File: src/rtl/priority_arbiter_rr_if.sv
// Request/grant bundle between a set of requesters and the registered arbiter.
// The master modport is the arbiter side; slave is the requester/consumer side.
interface priority_arbiter_rr_if #(
    parameter int WIDTH = 32
);
    localparam int WIDTH_LOG = $clog2(WIDTH);

    logic [WIDTH-1:0]     dec_vld;
    logic                 enc_vld;
    logic                 enc_rdy;
    logic [WIDTH_LOG-1:0] enc_idx;
    logic [WIDTH-1:0]     enc_oh;

    modport master (
        input  dec_vld,
        input  enc_rdy,
        output enc_vld,
        output enc_idx,
        output enc_oh
    );

    modport slave (
        output dec_vld,
        output enc_rdy,
        input  enc_vld,
        input  enc_idx,
        input  enc_oh
    );
endinterface

File: src/rtl/priority_arbiter_rr.sv
// Registered fixed-priority / round-robin arbiter with a valid/ready grant stage.
// The granted request is excluded from the selection on its accept edge.
module priority_arbiter_rr #(
    parameter int WIDTH          = 32,
    parameter int MODE           = 1,
    parameter int IMPLEMENTATION = 0
) (
    input  logic                  clk,
    input  logic                  rst_n,
    priority_arbiter_rr_if.master bus
);
    localparam int WIDTH_LOG = $clog2(WIDTH);

    logic                 vld_q;
    logic [WIDTH_LOG-1:0] idx_q;
    logic [WIDTH-1:0]     oh_q;
    logic [WIDTH_LOG-1:0] ptr_q;
    logic [WIDTH_LOG-1:0] ptr_nxt;
    logic [WIDTH_LOG-1:0] start;
    logic [WIDTH_LOG-1:0] sel;
    logic [WIDTH-1:0]     masked;
    logic                 xfr;
    logic                 ld;
    logic                 any;

    assign xfr     = vld_q & bus.enc_rdy;
    assign ld      = ~vld_q | bus.enc_rdy;
    // oh_q is the one-hot of idx_q whenever vld_q is set, so it doubles as the exclusion mask
    assign masked  = bus.dec_vld & ~(xfr ? oh_q : '0);
    assign any     = |masked;
    assign ptr_nxt = xfr ? ((idx_q == WIDTH_LOG'(WIDTH - 1)) ? '0 : idx_q + WIDTH_LOG'(1))
                         : ptr_q;

    generate
        if (MODE == 1) begin : g_rr
            always_ff @(posedge clk or negedge rst_n) begin
                if (!rst_n) ptr_q <= '0;
                else        ptr_q <= ptr_nxt;
            end
            assign start = ptr_nxt;
        end else begin : g_fixed
            assign ptr_q = '0;
            assign start = '0;
        end
    endgenerate

    function automatic logic [WIDTH_LOG-1:0] lsb_idx(input logic [WIDTH-1:0] v);
        logic [WIDTH_LOG-1:0] r;
        r = '0;
        for (int i = WIDTH - 1; i >= 0; i--)
            if (v[i]) r = WIDTH_LOG'(i);
        return r;
    endfunction

    generate
        if (IMPLEMENTATION == 0) begin : g_loop
            logic found;
            always_comb begin
                found = 1'b0;
                sel   = '0;
                for (int i = 0; i < WIDTH; i++) begin
                    if (!found && masked[i] && (i >= int'(start))) begin
                        sel   = WIDTH_LOG'(i);
                        found = 1'b1;
                    end
                end
                for (int i = 0; i < WIDTH; i++) begin
                    if (!found && masked[i]) begin
                        sel   = WIDTH_LOG'(i);
                        found = 1'b1;
                    end
                end
            end
        end else if (IMPLEMENTATION == 1) begin : g_mask
            logic [WIDTH-1:0] thermo;
            logic [WIDTH-1:0] upper;
            // bits at or above the start pointer; fall back to the full vector on wrap
            assign thermo = {WIDTH{1'b1}} << start;
            assign upper  = masked & thermo;
            assign sel    = (|upper) ? lsb_idx(upper) : lsb_idx(masked);
        end else begin : g_bad
            $fatal(1, "priority_arbiter_rr: IMPLEMENTATION must be 0 or 1");
        end
    endgenerate

    always_ff @(posedge clk or negedge rst_n) begin
        if (!rst_n) begin
            vld_q <= 1'b0;
            idx_q <= '0;
            oh_q  <= '0;
        end else if (ld) begin
            vld_q <= any;
            idx_q <= any ? sel : '0;
            oh_q  <= any ? ({{(WIDTH-1){1'b0}}, 1'b1} << sel) : '0;
        end
    end

    assign bus.enc_vld = vld_q;
    assign bus.enc_idx = idx_q;
    assign bus.enc_oh  = oh_q;
endmodule

File: src/flat_wrapper.sv
// flat-port wrapper written by rule: the top's interface ports become plain ports
module priority_arbiter_rr_flat 
#(
    parameter int WIDTH          = 32,
    parameter int MODE           = 1,
    parameter int IMPLEMENTATION = 0
)
  (clk, rst_n, bus_dec_vld, bus_enc_rdy, bus_enc_vld, bus_enc_idx, bus_enc_oh);
  priority_arbiter_rr_if #(.WIDTH(WIDTH)) bus_i ();
  input  logic clk;
  input  logic rst_n;
  input wire logic [$bits(bus_i.dec_vld)-1:0] bus_dec_vld;
  input wire logic [$bits(bus_i.enc_rdy)-1:0] bus_enc_rdy;
  output wire logic [$bits(bus_i.enc_vld)-1:0] bus_enc_vld;
  output wire logic [$bits(bus_i.enc_idx)-1:0] bus_enc_idx;
  output wire logic [$bits(bus_i.enc_oh)-1:0] bus_enc_oh;
  assign bus_i.dec_vld = bus_dec_vld;
  assign bus_i.enc_rdy = bus_enc_rdy;
  assign bus_enc_vld = bus_i.enc_vld;
  assign bus_enc_idx = bus_i.enc_idx;
  assign bus_enc_oh = bus_i.enc_oh;
  priority_arbiter_rr #(.WIDTH(WIDTH), .MODE(MODE), .IMPLEMENTATION(IMPLEMENTATION)) u_core (.clk(clk), .rst_n(rst_n), .bus(bus_i));
endmodule
File: config.mk
export PLATFORM = sky130hd
export DESIGN_NAME = priority_arbiter_rr_flat
export DESIGN_NICKNAME = d
export VERILOG_FILES = /design/src/rtl/priority_arbiter_rr_if.sv /design/src/rtl/priority_arbiter_rr.sv /design/src/flat_wrapper.sv
export SDC_FILE = /design/constraint.sdc
export NUM_CORES = 1
export LEC_CHECK = 0
export ABC_AREA = 1
export BUFFER_PORTS_ARGS = -buffer_cell sky130_fd_sc_hd__buf_2
export CAP_MARGIN = 30
export CORE_UTILIZATION = 57
export DETAILED_ROUTE_END_ITERATION = 16
export GPL_ROUTABILITY_DRIVEN = 0
export MAX_ROUTING_LAYER = met4
export PLACE_DENSITY_LB_ADDON = 0.2
export SYNTH_ARGS = -nofsm -noshare
export SYNTH_HDL_FRONTEND = slang
export SYNTH_SLANG_ARGS = --single-unit
export TNS_END_PERCENT = 50
File: constraint.sdc
create_clock -name clk -period 6.1 [get_ports clk]
set_input_delay 0.61 -clock clk [delete_from_list [all_inputs] [get_ports clk]]
set_output_delay 0.61 -clock clk [all_outputs]
set_load 0.1 [all_outputs]
==> results.yml <==
status:
  status: "completed"
synth:
  ys_warn_count: 0
  yosys-top-cells-area: "sky130_fd_sc_hd__dfrtp_1 28%, sky130_fd_sc_hd__nand2_1 12%, sky130_fd_sc_hd__inv_1 9.7%, sky130_fd_sc_hd__nor2_1 7.3%, sky130_fd_sc_hd__nand4_1 6.6%"
  syn_nets: 627
  netlist-cell-type-count: 44
  number_of_synthesized_flops_with_an_enable_pin: 0
  avgSynthCellArea_um2: 6.47
  mappedNetlistArea_um2: 3810
  synthTopCellsByCount: "127 x sky130_fd_sc_hd__nand2_1, 99 x sky130_fd_sc_hd__inv_1, 74 x sky130_fd_sc_hd__nor2_1"
  synth_area_leader_cell: "sky130_fd_sc_hd__dfrtp_1"
  synthMostInstantiatedCell: "sky130_fd_sc_hd__nand2_1"
  synth_seq_cells: 43
  fraction_of_synthesized_cell_area_taken_by_the_top_area_cell_type_pct: 28.2
  syn_inst: 590
  ys_async_sr_fraction_pct: 100
  ys.flop_type: "sky130_fd_sc_hd__dfrtp_1"
  synth_seq_area_share_pct: 28.2
timing:
  tns_ns: 0
  timing.final.ws_setup_ns: 0.538
  post-route-min-period_ns: 5.56
  grt_setup_unrepaired: "false"
  fin_worst_skew_ns: 0.0149
  timing.max_slew.rel_slack_pct: 42.1
  report.final.hold_viol_count: 0
  min_period_over_period_pct: 91.2
  timing.final.setup_violations: 0
  maxSlewViolCount: 0
  max_clock_freq_mhz: 180
  transition_time_of_the_tightest_slew_check_pin_ns: 0.867
pwr:
  p_sw_share_pct: 59.2
  share_seq_of_total_power_pct: 21.8
  worst_ir_drop_vdd_mv: 0.362
  fin_total_pwr_w: 0.00174
  internal_power_w: 0.000712
  share_clk_of_total_power_pct: 13.7
  pwr_density_cell_nw_per_um2: 400
  power_switching_w: 0.00103
  pwr-share-comb_pct: 64.5
  total_leakage_power_nw: 2.30
worst_setup_path:
  start_kind: "flop"
  path_delay_family: "simple AND/OR/NAND/NOR gates"
  worst_ep_arrival_time_ns: 5.79
  critical_path_class: "reg -> reg"
  cp_data_required_time_ns: 6.33
  timing.rr.start: "u_core.bus.enc_idx[0]$_DFFE_PN0P_"
  timing.critical_path.slowest_stage_cell: "sky130_fd_sc_hd__dfrtp_1"
  critPathMaxFanout: 13
  critPathMaxStageDelay_ns: 0.47
  r2r.worst_path.cells: 34
  critical_path.endpoint_type: "flop"
  critical_path.reg2reg.endpoint: "u_core.bus.enc_oh[25]$_DFFE_PN0P_"
  r2r_slack_ns: 0.54
  timing.critical_path.buf_inv: 3
  critical_path_depth: 34
floorplanning:
  die_h_um: 83.8
  num_rows: 29
  core-area_um2: 6420
  effective_utilization_at_floorplan_pct: 59.4
  pin_count: 73
  floorplan.die.width_um: 83.8
  overall_die_area_um2: 7020
layout:
  finish.utilization_pct: 67.9
  drive_gt1_share_pct: 20.2
  areaGrowthSynthToFinish_pct: 14.3
  final_cell_area_um2: 4360
  antenna-diode-count: 0
  nets: 696
detailed_routing:
  detailroute.via_count: 4412
  drt_pre_antenna_iters: 5
  drc_errors: 0
  drt.antenna.violating_nets: 0
  avgRoutedWirePerCell_um: 16.3
  drtIter0Drc: 374
  post_drt_via_cell_ratio: 5.99
  detail_route.wirelength_um: 12000
clock_tree:
  cts-buffers-inserted: 5
  clkSinkCount: 43
  cts_tree: "yes"
  clk-insertion-delay-late_ns: 0.31
  htree_num_levels: 2
  clock_tree.buffer_depth: 2
  clk_root_buffer_cell: "sky130_fd_sc_hd__clkbuf_8"
  clkSlewWorstSetupHoldPaths_ns: 0.10
  cts_setup_buffers: 0
placement:
  portbufs: 72
  detailedPlace.worstSlack_ns: 0.533
  detailed_place.area_um2: 4220
  detailed_place_hpwl_um: 9550
worst_hold_path:
  timing.hold.worst.class: "in -> async"
run:
  cap_violations: 0
global_route:
  maximum_number_of_pins_on_one_net_before_global_route_repair: 44
  grt_remaining_overflow: 0
  grt_first_pass_wirelength_um: 19700
  first_global_vias: 4090
  initial_antenna_violation_count: 0
  globalRouteTotalUtil_pct: 36.7
logic make-up after synthesis:
logic type      count (synthesis)  share of synthesized area, %
compound gates                 88                          14.6
fa+ha+maj                       2                         0.656
buf+inv                       122                          12.7
flops                          43                          28.2
simple gates                  335                          43.9
layout make-up:
cell class	instances	area, um2
clock inverter	3	46.3
tap	77	96.3
clock buffer	5	68.8
multi-input combinational	425	2260
sequential	43	1080
timing repair buffer	75	395
fill	589	2060
inverter	109	413
registers in the layout, summed over array words and instances (netlist names):
| name | count |
|---|---|
| u_core.bus.enc_oh | 32 |
| u_core.bus.enc_vld | 1 |
| u_core.bus.enc_idx | 5 |
| u_core.ptr_q | 5 |
power groups by stage:
| stage | clock network (W) | registers (W) | logic, W |
|---|---|---|---|
| 2_1_floorplan | 0 | 0.000636 | 0.000604 |
| 3_3_place_gp | 0 | 0.000384 | 0.00107 |
| 3_5_place_dp | 0 | 0.000383 | 0.00109 |
| 4_1_cts | 0.000238 | 0.000379 | 0.00109 |
| 5_1_grt | 0.000252 | 0.000385 | 0.00121 |
| 6_report | 0.000239 | 0.000381 | 0.00112 |
worst max path at each step:
stage	start	end	slack, ns
6_report	u_core.bus.enc_idx[0]$_DFFE_PN0P_	u_core.bus.enc_oh[25]$_DFFE_PN0P_	0.54
5_1_grt	u_core.bus.enc_idx[0]$_DFFE_PN0P_	u_core.bus.enc_oh[28]$_DFFE_PN0P_	0.02
4_1_cts	u_core.bus.enc_idx[0]$_DFFE_PN0P_	u_core.bus.enc_oh[28]$_DFFE_PN0P_	0.50
3_5_place_dp	bus_enc_rdy	u_core.bus.enc_oh[4]$_DFFE_PN0P_	0.53
3_3_place_gp	u_core.bus.enc_idx[0]$_DFFE_PN0P_	u_core.bus.enc_oh[0]$_DFFE_PN0P_	0.76
2_1_floorplan	u_core.bus.enc_idx[0]$_DFFE_PN0P_	u_core.bus.enc_oh[23]$_DFFE_PN0P_	0.84
placed cells by master, fill, tap and decap left out, types with 4 or more instances in the layout:
cell,count
sky130_fd_sc_hd__a21oi_1,8
sky130_fd_sc_hd__nand4_2,6
sky130_fd_sc_hd__nand2_1,126
sky130_fd_sc_hd__inv_1,99
sky130_fd_sc_hd__o21ai_0,35
sky130_fd_sc_hd__o211ai_1,7
sky130_fd_sc_hd__nand2_2,8
sky130_fd_sc_hd__o31ai_1,4
sky130_fd_sc_hd__o21bai_1,15
sky130_fd_sc_hd__nor4_1,4
sky130_fd_sc_hd__nor2_4,7
sky130_fd_sc_hd__nand3_1,31
sky130_fd_sc_hd__clkbuf_8,5
sky130_fd_sc_hd__buf_2,72
sky130_fd_sc_hd__nand3_2,4
sky130_fd_sc_hd__nor2_2,5
sky130_fd_sc_hd__nor2_1,74
sky130_fd_sc_hd__o21ai_1,5
sky130_fd_sc_hd__nor3_1,21
sky130_fd_sc_hd__dfrtp_1,43
sky130_fd_sc_hd__nand4_1,40
sky130_fd_sc_hd__inv_2,8
routing by layer:
metal,GRT usage (%),share of wire (%),up-vias
li1,-,-,2096
met5,-,0,-
met4,15.4,4.0,0
met3,5.44,6.4,43
met2,58.1,48,220
met1,47.2,42,2053
metrics by stage:
step / instances / hold slack (ns)
after floorplan: 590 / 0.314
after global placement: 728 / 0.489
after detailed placement: 728 / 0.493
after CTS: 736 / 0.484
after global routing: 737 / 0.184
final: 737 / 0.178
worst reg2reg max path, delay by kind of cell, from the launching register on:
kind | cells | cell delay [ns]
adder cells (fa/ha/maj) | 2 | 0.52
buffers and inverters | 3 | 0.22
AO/OA/AOI/OAI | 2 | 0.50
AND/OR/NAND/NOR | 27 | 3.77
flip-flops | 1 | 0.47
what timing repair did:
action | 4_1_cts | 5_1_grt
hold buffers | 0 | 0
resized for setup | 0 | 2
setup endpoints to repair | 0 | 8
Note: power is estimated with default switching activity, not from simulation.
